[src/rtl/reaction_game_multi_if.sv]
// Signal bundle between the reaction-game core and its board wrapper.
// The wrapper drives the master side; the game core uses the slave side.
interface reaction_game_multi_if #(
  parameter int unsigned NUM_PLAYERS = 4,
  parameter int unsigned TIMER_W     = 20,
  parameter int unsigned RAND_W      = 14,
  parameter int unsigned SCORE_W     = 4
);
  logic                           ms_tick;
  logic [NUM_PLAYERS-1:0]         btn;
  logic                           start;
  logic [RAND_W-1:0]              rand_ms;
  logic [2:0]                     state;
  logic                           blink;
  logic [TIMER_W-1:0]             elapsed_ms;
  logic [TIMER_W-1:0]             winner_ms;
  logic [2:0]                     winner_id;
  logic [2:0]                     cheater_id;
  logic [NUM_PLAYERS*SCORE_W-1:0] scores;
  logic                           round_done;

  modport master (
    output ms_tick, btn, start, rand_ms,
    input  state, blink, elapsed_ms, winner_ms, winner_id, cheater_id, scores, round_done
  );

  modport slave (
    input  ms_tick, btn, start, rand_ms,
    output state, blink, elapsed_ms, winner_ms, winner_id, cheater_id, scores, round_done
  );
endinterface

[src/rtl/reaction_game_multi.sv]
// N-player reaction game: blink, random wait, race, result; tracks fouls,
// timeouts, saturating per-player scores and match wins.
module reaction_game_multi #(
  parameter int unsigned NUM_PLAYERS   = 4,
  parameter int unsigned TIMER_W       = 20,
  parameter int unsigned RAND_W        = 14,
  parameter int unsigned SCORE_W       = 4,
  parameter int unsigned WIN_SCORE     = 5,
  parameter int unsigned BLINK_MS      = 2000,
  parameter int unsigned BLINK_HALF_MS = 250,
  parameter int unsigned MIN_DELAY_MS  = 500,
  parameter int unsigned TIMEOUT_MS    = 5000
) (
  input logic                  clk,
  input logic                  reset,
  reaction_game_multi_if.slave gif
);

  typedef enum logic [2:0] {
    S_IDLE       = 3'd0,
    S_BLINK      = 3'd1,
    S_WAIT       = 3'd2,
    S_RACE       = 3'd3,
    S_RESULT     = 3'd4,
    S_FOUL       = 3'd5,
    S_TIMEOUT    = 3'd6,
    S_MATCH_OVER = 3'd7
  } state_e;

  localparam logic [TIMER_W-1:0] BLINK_LAST   = TIMER_W'(BLINK_MS - 1);
  localparam logic [TIMER_W-1:0] HALF_LAST    = TIMER_W'(BLINK_HALF_MS - 1);
  localparam logic [TIMER_W-1:0] TIMEOUT_LAST = TIMER_W'(TIMEOUT_MS - 1);
  localparam logic [TIMER_W-1:0] MIN_DELAY    = TIMER_W'(MIN_DELAY_MS);
  localparam logic [SCORE_W-1:0] WIN_VAL      = SCORE_W'(WIN_SCORE);

  state_e                 state_q;
  logic                   blink_q;
  logic [TIMER_W-1:0]     cnt_q;
  logic [TIMER_W-1:0]     phase_q;
  logic [TIMER_W-1:0]     delay_q;
  logic [TIMER_W-1:0]     elapsed_q;
  logic [TIMER_W-1:0]     winner_ms_q;
  logic [2:0]             winner_id_q;
  logic [2:0]             cheater_id_q;
  logic                   round_done_q;
  logic [NUM_PLAYERS-1:0] btn_prev_q;
  logic [SCORE_W-1:0]     score_q [NUM_PLAYERS];

  logic [NUM_PLAYERS-1:0] press;
  logic [NUM_PLAYERS-1:0] first_hot;
  logic                   any_press;
  logic [2:0]             press_idx;
  logic [SCORE_W-1:0]     cur_score;
  logic [SCORE_W-1:0]     nxt_score;
  logic                   match_win;
  logic [RAND_W-1:0]      rand_v;
  logic [TIMER_W-1:0]     delay_d;

  // Lowest-index press takes priority; its score is fetched in the same pass.
  always_comb begin
    press     = gif.btn & ~btn_prev_q;
    any_press = |press;
    first_hot = '0;
    press_idx = '0;
    cur_score = '0;
    for (int unsigned i = 0; i < NUM_PLAYERS; i++) begin
      if (press[i] && (first_hot == '0)) begin
        first_hot[i] = 1'b1;
        press_idx    = 3'(i);
        cur_score    = score_q[i];
      end
    end
    nxt_score = (cur_score == '1) ? cur_score : cur_score + 1'b1;
    match_win = (nxt_score == WIN_VAL);
    rand_v    = gif.rand_ms;
    delay_d   = MIN_DELAY + TIMER_W'(rand_v);
  end

  always_ff @(posedge clk) begin
    if (reset) begin
      state_q      <= S_IDLE;
      blink_q      <= 1'b0;
      cnt_q        <= '0;
      phase_q      <= '0;
      delay_q      <= '0;
      elapsed_q    <= '0;
      winner_ms_q  <= '0;
      winner_id_q  <= '0;
      cheater_id_q <= '0;
      round_done_q <= 1'b0;
      btn_prev_q   <= '1;
      for (int unsigned i = 0; i < NUM_PLAYERS; i++) score_q[i] <= '0;
    end else begin
      btn_prev_q   <= gif.btn;
      round_done_q <= 1'b0;
      case (state_q)
        S_IDLE, S_RESULT, S_FOUL, S_TIMEOUT, S_MATCH_OVER: begin
          if (gif.start) begin
            state_q <= S_BLINK;
            cnt_q   <= '0;
            phase_q <= '0;
            blink_q <= 1'b1;
            if (state_q == S_MATCH_OVER) begin
              for (int unsigned i = 0; i < NUM_PLAYERS; i++) score_q[i] <= '0;
            end
          end
        end
        // phase_q wraps every BLINK_HALF_MS ticks, i.e. whenever cnt hits a multiple.
        S_BLINK: begin
          if (gif.ms_tick) begin
            if (cnt_q == BLINK_LAST) begin
              state_q <= S_WAIT;
              cnt_q   <= '0;
              delay_q <= delay_d;
              blink_q <= 1'b0;
            end else begin
              cnt_q <= cnt_q + 1'b1;
              if (phase_q == HALF_LAST) begin
                phase_q <= '0;
                blink_q <= ~blink_q;
              end else begin
                phase_q <= phase_q + 1'b1;
              end
            end
          end
        end
        S_WAIT: begin
          if (any_press) begin
            state_q      <= S_FOUL;
            cheater_id_q <= press_idx;
            round_done_q <= 1'b1;
          end else if (gif.ms_tick) begin
            if (cnt_q == delay_q - 1'b1) begin
              state_q   <= S_RACE;
              cnt_q     <= '0;
              elapsed_q <= '0;
            end else begin
              cnt_q <= cnt_q + 1'b1;
            end
          end
        end
        S_RACE: begin
          if (any_press) begin
            winner_ms_q  <= elapsed_q;
            winner_id_q  <= press_idx;
            round_done_q <= 1'b1;
            state_q      <= match_win ? S_MATCH_OVER : S_RESULT;
            for (int unsigned i = 0; i < NUM_PLAYERS; i++) begin
              if (first_hot[i]) score_q[i] <= nxt_score;
            end
          end else if (gif.ms_tick) begin
            elapsed_q <= elapsed_q + 1'b1;
            if (elapsed_q == TIMEOUT_LAST) begin
              state_q      <= S_TIMEOUT;
              round_done_q <= 1'b1;
            end
          end
        end
      endcase
    end
  end

  always_comb begin
    gif.scores = '0;
    for (int unsigned i = 0; i < NUM_PLAYERS; i++) begin
      gif.scores[i*SCORE_W +: SCORE_W] = score_q[i];
    end
  end

  assign gif.state      = state_q;
  assign gif.blink      = blink_q;
  assign gif.elapsed_ms = elapsed_q;
  assign gif.winner_ms  = winner_ms_q;
  assign gif.winner_id  = winner_id_q;
  assign gif.cheater_id = cheater_id_q;
  assign gif.round_done = round_done_q;

endmodule

[src/flat_wrapper.sv]
// flat-port wrapper written by rule: the top's interface ports become plain ports
module reaction_game_multi_flat 
#(
  parameter int unsigned NUM_PLAYERS   = 4,
  parameter int unsigned TIMER_W       = 20,
  parameter int unsigned RAND_W        = 14,
  parameter int unsigned SCORE_W       = 4,
  parameter int unsigned WIN_SCORE     = 5,
  parameter int unsigned BLINK_MS      = 2000,
  parameter int unsigned BLINK_HALF_MS = 250,
  parameter int unsigned MIN_DELAY_MS  = 500,
  parameter int unsigned TIMEOUT_MS    = 5000
)
  (clk, reset, gif_ms_tick, gif_btn, gif_start, gif_rand_ms, gif_state, gif_blink, gif_elapsed_ms, gif_winner_ms, gif_winner_id, gif_cheater_id, gif_scores, gif_round_done);
  reaction_game_multi_if #(.NUM_PLAYERS(NUM_PLAYERS), .TIMER_W(TIMER_W), .RAND_W(RAND_W), .SCORE_W(SCORE_W)) gif_i ();
  input logic clk;
  input logic reset;
  input wire logic [$bits(gif_i.ms_tick)-1:0] gif_ms_tick;
  input wire logic [$bits(gif_i.btn)-1:0] gif_btn;
  input wire logic [$bits(gif_i.start)-1:0] gif_start;
  input wire logic [$bits(gif_i.rand_ms)-1:0] gif_rand_ms;
  output wire logic [$bits(gif_i.state)-1:0] gif_state;
  output wire logic [$bits(gif_i.blink)-1:0] gif_blink;
  output wire logic [$bits(gif_i.elapsed_ms)-1:0] gif_elapsed_ms;
  output wire logic [$bits(gif_i.winner_ms)-1:0] gif_winner_ms;
  output wire logic [$bits(gif_i.winner_id)-1:0] gif_winner_id;
  output wire logic [$bits(gif_i.cheater_id)-1:0] gif_cheater_id;
  output wire logic [$bits(gif_i.scores)-1:0] gif_scores;
  output wire logic [$bits(gif_i.round_done)-1:0] gif_round_done;
  assign gif_i.ms_tick = gif_ms_tick;
  assign gif_i.btn = gif_btn;
  assign gif_i.start = gif_start;
  assign gif_i.rand_ms = gif_rand_ms;
  assign gif_state = gif_i.state;
  assign gif_blink = gif_i.blink;
  assign gif_elapsed_ms = gif_i.elapsed_ms;
  assign gif_winner_ms = gif_i.winner_ms;
  assign gif_winner_id = gif_i.winner_id;
  assign gif_cheater_id = gif_i.cheater_id;
  assign gif_scores = gif_i.scores;
  assign gif_round_done = gif_i.round_done;
  reaction_game_multi #(.NUM_PLAYERS(NUM_PLAYERS), .TIMER_W(TIMER_W), .RAND_W(RAND_W), .SCORE_W(SCORE_W), .WIN_SCORE(WIN_SCORE), .BLINK_MS(BLINK_MS), .BLINK_HALF_MS(BLINK_HALF_MS), .MIN_DELAY_MS(MIN_DELAY_MS), .TIMEOUT_MS(TIMEOUT_MS)) u_core (.clk(clk), .reset(reset), .gif(gif_i));
endmodule
[config.mk]
export PLATFORM = sky130hd
export DESIGN_NAME = reaction_game_multi_flat
export DESIGN_NICKNAME = d
export VERILOG_FILES = /design/src/rtl/reaction_game_multi_if.sv /design/src/rtl/reaction_game_multi.sv /design/src/flat_wrapper.sv
export SDC_FILE = /design/constraint.sdc
export NUM_CORES = 1
export LEC_CHECK = 0
export CAP_MARGIN = 20
export CORE_ASPECT_RATIO = 0.75
export CORE_MARGIN = 2
export CORE_UTILIZATION = 55
export CTS_CLUSTER_SIZE = 8
export DETAILED_ROUTE_END_ITERATION = 8
export MAX_ROUTING_LAYER = met4
export PLACE_DENSITY_LB_ADDON = 0.15
export SETUP_SLACK_MARGIN = 0.1
export SKIP_LAST_GASP = 1
export SYNTH_ARGS = -nofsm -noshare
export SYNTH_HDL_FRONTEND = slang
export SYNTH_SLANG_ARGS = --single-unit
[constraint.sdc]
create_clock -name clk -period 8.99 [get_ports clk]
set_input_delay 1.798 -clock clk [delete_from_list [all_inputs] [get_ports clk]]
set_output_delay 1.798 -clock clk [all_outputs]
set_load 0.01 [all_outputs]
# Word-level counts from Yosys, hierarchy flattened
# Memories as Yosys holds them, arrays and structs flattened.
# Cells that the tools add are included.
# op_classes
n_reduce_logical	19
mux	85
add_sub_neg	6
eq_ne	27
bitwise	12
# ops
cell	count
$mux 20	14
$pmux 20 s2	2
$add 20x1->20 const B	3
$pmux 20 s3	1
$mux 4	13
$mux 1	40
$mux 3	9
$eq 20x11->1 const B	1
$eq 20x13->1 const B	1
$eq 20x20->1	1
$eq 20x8->1 const B	1
$sub 20x1->20 const B	1
$add 9x14->15 const A	1
$ne 2x2->1 const B	7
$eq 3x3->1 const B	4
$pmux 3 s4	1
$ne 3x1->1 const B	3
$or 1x1->1	8
$reduce_and 4->1	2
$reduce_and 7->1	1
$eq 3x2->1 const B	2
$logic_not 3->1	2
$mux 2	3
$ne 3x2->1 const B	2
19 further kinds	26
# word_totals
wordCells	161
reg_bits	115
in_bits	22
ramBits	16
output_inout_bits	67
mem_count	1
# memory_table
name	depth	word_bits	rd	rd_clocked_by_memory_dff	wr	line	text
u_core.score_q	4	4	4	0	4	reaction_game_multi.sv:47	logic [SCORE_W-1:0] score_q [NUM_PLAYERS];

# Longest topological paths before layout
# logic_depth
depth_word	18
ltp_mapped	12
ltp_nobuf	10

# Least setup slack after synthesis
# Ideal clock, no wire load.
# synth_path
path_kind	in2reg
from	input port gif_btn[1]
to	register u_core.state_q[0] (netlist: u_core.gif.state[0])
stages	9
t_required_ps	8895
n_path_buf	0
setup_time_ps	95
arrival_ps	4113
slack_ps	4782
path_cell_list	nor2b_1 nor4b_1 a221o_1 ha_1 nand3b_1 mux2i_1 nor4b_1 a211oi_1 a221oi_1
# synth_via
elab_chain_cells	15
elab_cells_between_ends	25
cone_classes	add/sub (1); eq/ne (6); mux (10); bitwise (1); reduce/logical (7)
# synth_rtl
item	line	text
start, declared	flat_wrapper.sv:19	input wire logic [$bits(gif_i.btn)-1:0] gif_btn;
$and 4x4->4 *	reaction_game_multi.sv:61	press = gif.btn & ~btn_prev_q;
$logic_and 1x1->1	reaction_game_multi.sv:67	if (press[i] && (first_hot == '0)) begin
$mux 1	reaction_game_multi.sv:67	
$logic_not 2->1	reaction_game_multi.sv:67	
$logic_and 1x1->1	reaction_game_multi.sv:67	
$mux 1	reaction_game_multi.sv:67	
$logic_not 3->1	reaction_game_multi.sv:67	
$logic_and 1x1->1	reaction_game_multi.sv:67	
$mux 4	reaction_game_multi.sv:67	
$add 4x1->4 / $eq 4x4->1 (equally long branches)	reaction_game_multi.sv:73	nxt_score = (cur_score == '1) ? cur_score : cur_score + 1'b1;
$mux 4	reaction_game_multi.sv:73	
$eq 4x3->1	reaction_game_multi.sv:74	match_win = (nxt_score == WIN_VAL);
$mux 2	reaction_game_multi.sv:147	state_q <= match_win ? S_MATCH_OVER : S_RESULT;
$mux 3	reaction_game_multi.sv:143	if (any_press) begin
$pmux 3 s4	reaction_game_multi.sv:96	case (state_q)
end signal, assigned	reaction_game_multi.sv:147	
end, declared	reaction_game_multi.sv:36	state_e state_q;
# Mark *: on every way between the ends. The rest lies on a longest branch, timed or not.
# A chain may end at the register's enable or synchronous reset.

# Final worst setup path
# layout_path
from	input port gif_btn[0]
to	register u_core.state_q[0] (netlist: u_core.gif.state[0])
# layout_via
elab_chain_cells	17
elab_cells_between_ends	28
cone_classes	add/sub (1); eq/ne (6); mux (12); bitwise (2); reduce/logical (7)
# layout_rtl
item	line
$and 4x4->4 *	reaction_game_multi.sv:61
$mux 1	reaction_game_multi.sv:67
$not 1->1	reaction_game_multi.sv:67
$logic_and 1x1->1	reaction_game_multi.sv:67
$mux 1	reaction_game_multi.sv:67
$logic_not 2->1	reaction_game_multi.sv:67
$logic_and 1x1->1	reaction_game_multi.sv:67
$mux 1	reaction_game_multi.sv:67
$logic_not 3->1	reaction_game_multi.sv:67
$logic_and 1x1->1	reaction_game_multi.sv:67
$mux 4	reaction_game_multi.sv:67
$add 4x1->4 / $eq 4x4->1 (equally long branches)	reaction_game_multi.sv:73
$mux 4	reaction_game_multi.sv:73
$eq 4x3->1	reaction_game_multi.sv:74
$mux 2	reaction_game_multi.sv:147
$mux 3	reaction_game_multi.sv:143
$pmux 3 s4	reaction_game_multi.sv:96
# Marks and branches as above.

==> reports/metrics.cfg <==
[status]
status=complete, no violations

[place]
port_buffers=86
gp_congestion=0.942
dpl.hpwl_um=12400

[die]
die_w_um=130
start_util=0.565
die-height_um=98.8
fp.dieArea_um2=12900
io_pins=89
num_rows=34
core_um2=11700

[job]
maxCapViolCount=0

[logic_synthesis]
synth_top_area_frac=0.340
yosysSeqAreaShare=0.395
synthFlopType=dfxtp_1
synth-seq-cells=124
synth_edf_count=12
async_reset_ff_frac=0
post_synth_num_cell_types=68
syn_inst=797
syn_area_um2=6590
synthTopCellsByCount=112 x dfxtp_1, 112 x nand2_1, 88 x nor2_1
synth_top_area_cell=dfxtp_1
yosys_warnings=0
avgSynthCellArea_um2=8.27
synth_area_leaders=dfxtp_1 34%, nand2_1 6.4%, edfxtp_1 5.5%

[detailed_routing]
num_vias=6245
drcViolationCount=0
postRouteAntennaNets=0
drt_iter0_drc=453
drt_pass1_iterations=4
via_per_inst=6.00
routedWlPerCell_um=17.0
wirelength_um=17700

[clocking]
htreeDepth=4
path_clk_slew_ns=0.06
cts.path.max_buffers=2
cts_buffers=17
cts_hold_buf=0
clock-sinks=124
clock_tree.root_cell=clkbuf_16
clk_latency_ns=0.42
cts-resized-gates=0
cts_tree=yes
post_cts_buffers=0

[worst_setup_path]
worstPathMaxFanout=7
start_kind=input pin
critPathCaptureType=register
cp_cell_sequence=clkdlybuf4s50_1, nor2b_1, nor4b_1, a221o_1, ha_1, nand3b_1, mux2i_1, nor4b_1, a211oi_1, a221oi_1
arrival_ns=5.25
max_stage_delay_ns=0.79
cp_data_required_time_ns=9.30
cp_slowest_cell=nor4b_1
timing_worst_setup_path_type=in -> reg
critPathMostFrequentCell=nor4b_1

[timing]
slew_headroom=0.378
finalHoldViolCount=0
fin_crit_sh=0.550
tns_ns=0
min_period_ns=4.95
tightest_slew_ns=0.933
setup-violations-final=0
slew_viol_final=0
rsz0062_at_grt=false
skew_ns=0.0102
fmax_mhz=202

[power]
p_per_area_nw_per_um2=167
leakagePower_nw=2.89
vdd_drop_max_mv=0.134

[final_layout]
finalCoreUtilization=0.694
area_growth_pct=22.6
diodes=0
nFillCells=974
regArea_um2=2600
drive_gt1_frac=0.0660
fin_nets=896
multi_input_comb_area_um2=3750

[global_route]
grt_pass1_wl_um=28700
antenna_found_initial=0
grt_max_degree=60
grt_util_all_layers=0.290
grt_pass1_vias=5753
grt_overflow=0

[hold_path]
hp-class=reg -> reg

[critical path: cells and delay by family]
kind	cells	cell delay [ns]
AO/OA/AOI/OAI	3	0.82
adder cells (fa/ha/maj)	1	0.25
buffers and inverters	1	0.49
multiplexers	1	0.17
AND/OR/NAND/NOR	4	1.71
[cells by family (layout without fill, tap and decap cells)]
group,after synthesis,in the layout,synth area share
and+or+nand+nor,385,385,0.298
AOI/OAI and AO/OA,149,149,0.154
DFF,124,124,0.395
buffers and inverters,58,139,0.0378
xor gates and xnor gates,52,52,0.0691
muxes,21,21,0.0321
adders and majority gates,7,7,0.0133
other,1,2,0.000569
[metal layers]
| metal | vias to the layer above | part of all wire | wire, um | global-route usage |
|---|---|---|---|---|
| met1 | 2979 | 0.47 | 8280 | 0.393 |
| met4 | 0 | 0.014 | 252 | 0.0908 |
| met3 | 23 | 0.077 | 1370 | 0.0717 |
| li1 | 2998 | - | - | - |
| met2 | 245 | 0.44 | 7820 | 0.429 |
| met5 | - | 0 | 0 | - |
[state kept, by name (all words and copies together), names as in the netlist]
name / flops
u_core.cnt_q: 20
u_core.gif.elapsed_ms: 20
u_core.gif.winner_ms: 20
u_core.phase_q: 20
u_core.score_q: 16
u_core.delay_q: 15
u_core.btn_prev_q: 4
u_core.gif.state: 3
u_core.gif.cheater_id: 2
u_core.gif.winner_id: 2
u_core.gif.blink: 1
u_core.gif.round_done: 1
[cells in the final DEF (no fill, tap or decap), types with 8 or more instances in the layout]
| cell | instances |
|---|---|
| a211oi_1 | 14 |
| a21oi_1 | 39 |
| a31oi_1 | 9 |
| and3_1 | 22 |
| clkbuf_16 | 18 |
| clkdlybuf4s50_1 | 85 |
| dfxtp_1 | 112 |
| edfxtp_1 | 12 |
| inv_1 | 18 |
| mux2i_1 | 20 |
| nand2_1 | 112 |
| nand2b_1 | 17 |
| nand3_1 | 34 |
| nand4_1 | 23 |
| nor2_1 | 88 |
| nor3_1 | 15 |
| nor4_1 | 11 |
| o21ai_0 | 16 |
| o31ai_1 | 10 |
| or2_2 | 8 |
| or4_1 | 8 |
| xnor2_1 | 22 |
| xor2_1 | 30 |
[power by group]
part,internal (mW),switching [mW],total [mW]
clock network,0.421,0.254,0.676
logic,0.0357,0.0619,0.0976
registers,0.564,0.00900,0.573
total,1.02,0.325,1.35
[final cells by class]
| type | instances | area share |
|---|---|---|
| inverter | 18 | 0.00836 |
| multi-input combinational | 616 | 0.464 |
| tap | 162 | 0.0251 |
| clock inverter | 11 | 0.0145 |
| sequential | 124 | 0.322 |
| clock buffer | 20 | 0.0566 |
| timing repair buffer | 90 | 0.110 |
[path summary, 6_finish.rpt]
| kind | from | endpoint | slack [ns] | cells past startpoint |
|---|---|---|---|---|
| hold reg to reg | u_core.gif.winner_ms[10] | u_core.gif.winner_ms[10] | 0.45 | 2 |
| hold / removal | u_core.gif.winner_ms[10] | u_core.gif.winner_ms[10] | 0.45 | 2 |
| setup / recovery | gif_btn[0] | u_core.gif.state[0] | 4.04 | 10 |
| setup reg to reg | u_core.delay_q[7] | u_core.cnt_q[15] | 5.14 | 8 |
[stage by stage]
stage	power [mW]	hold slack, ns	instance area (um^2)	setup slack, ns	instances
floorplan	0.645	0.467	6600	4.78	798
global placement	0.677	0.443	7510	3.95	1010
detailed placement	0.680	0.449	7510	3.65	1010
CTS	1.35	0.457	8080	4.07	1041
global route	1.39	0.473	8080	3.75	1041
finish	1.35	0.453	8080	4.04	1041
Power figures use the tool's default switching activity.
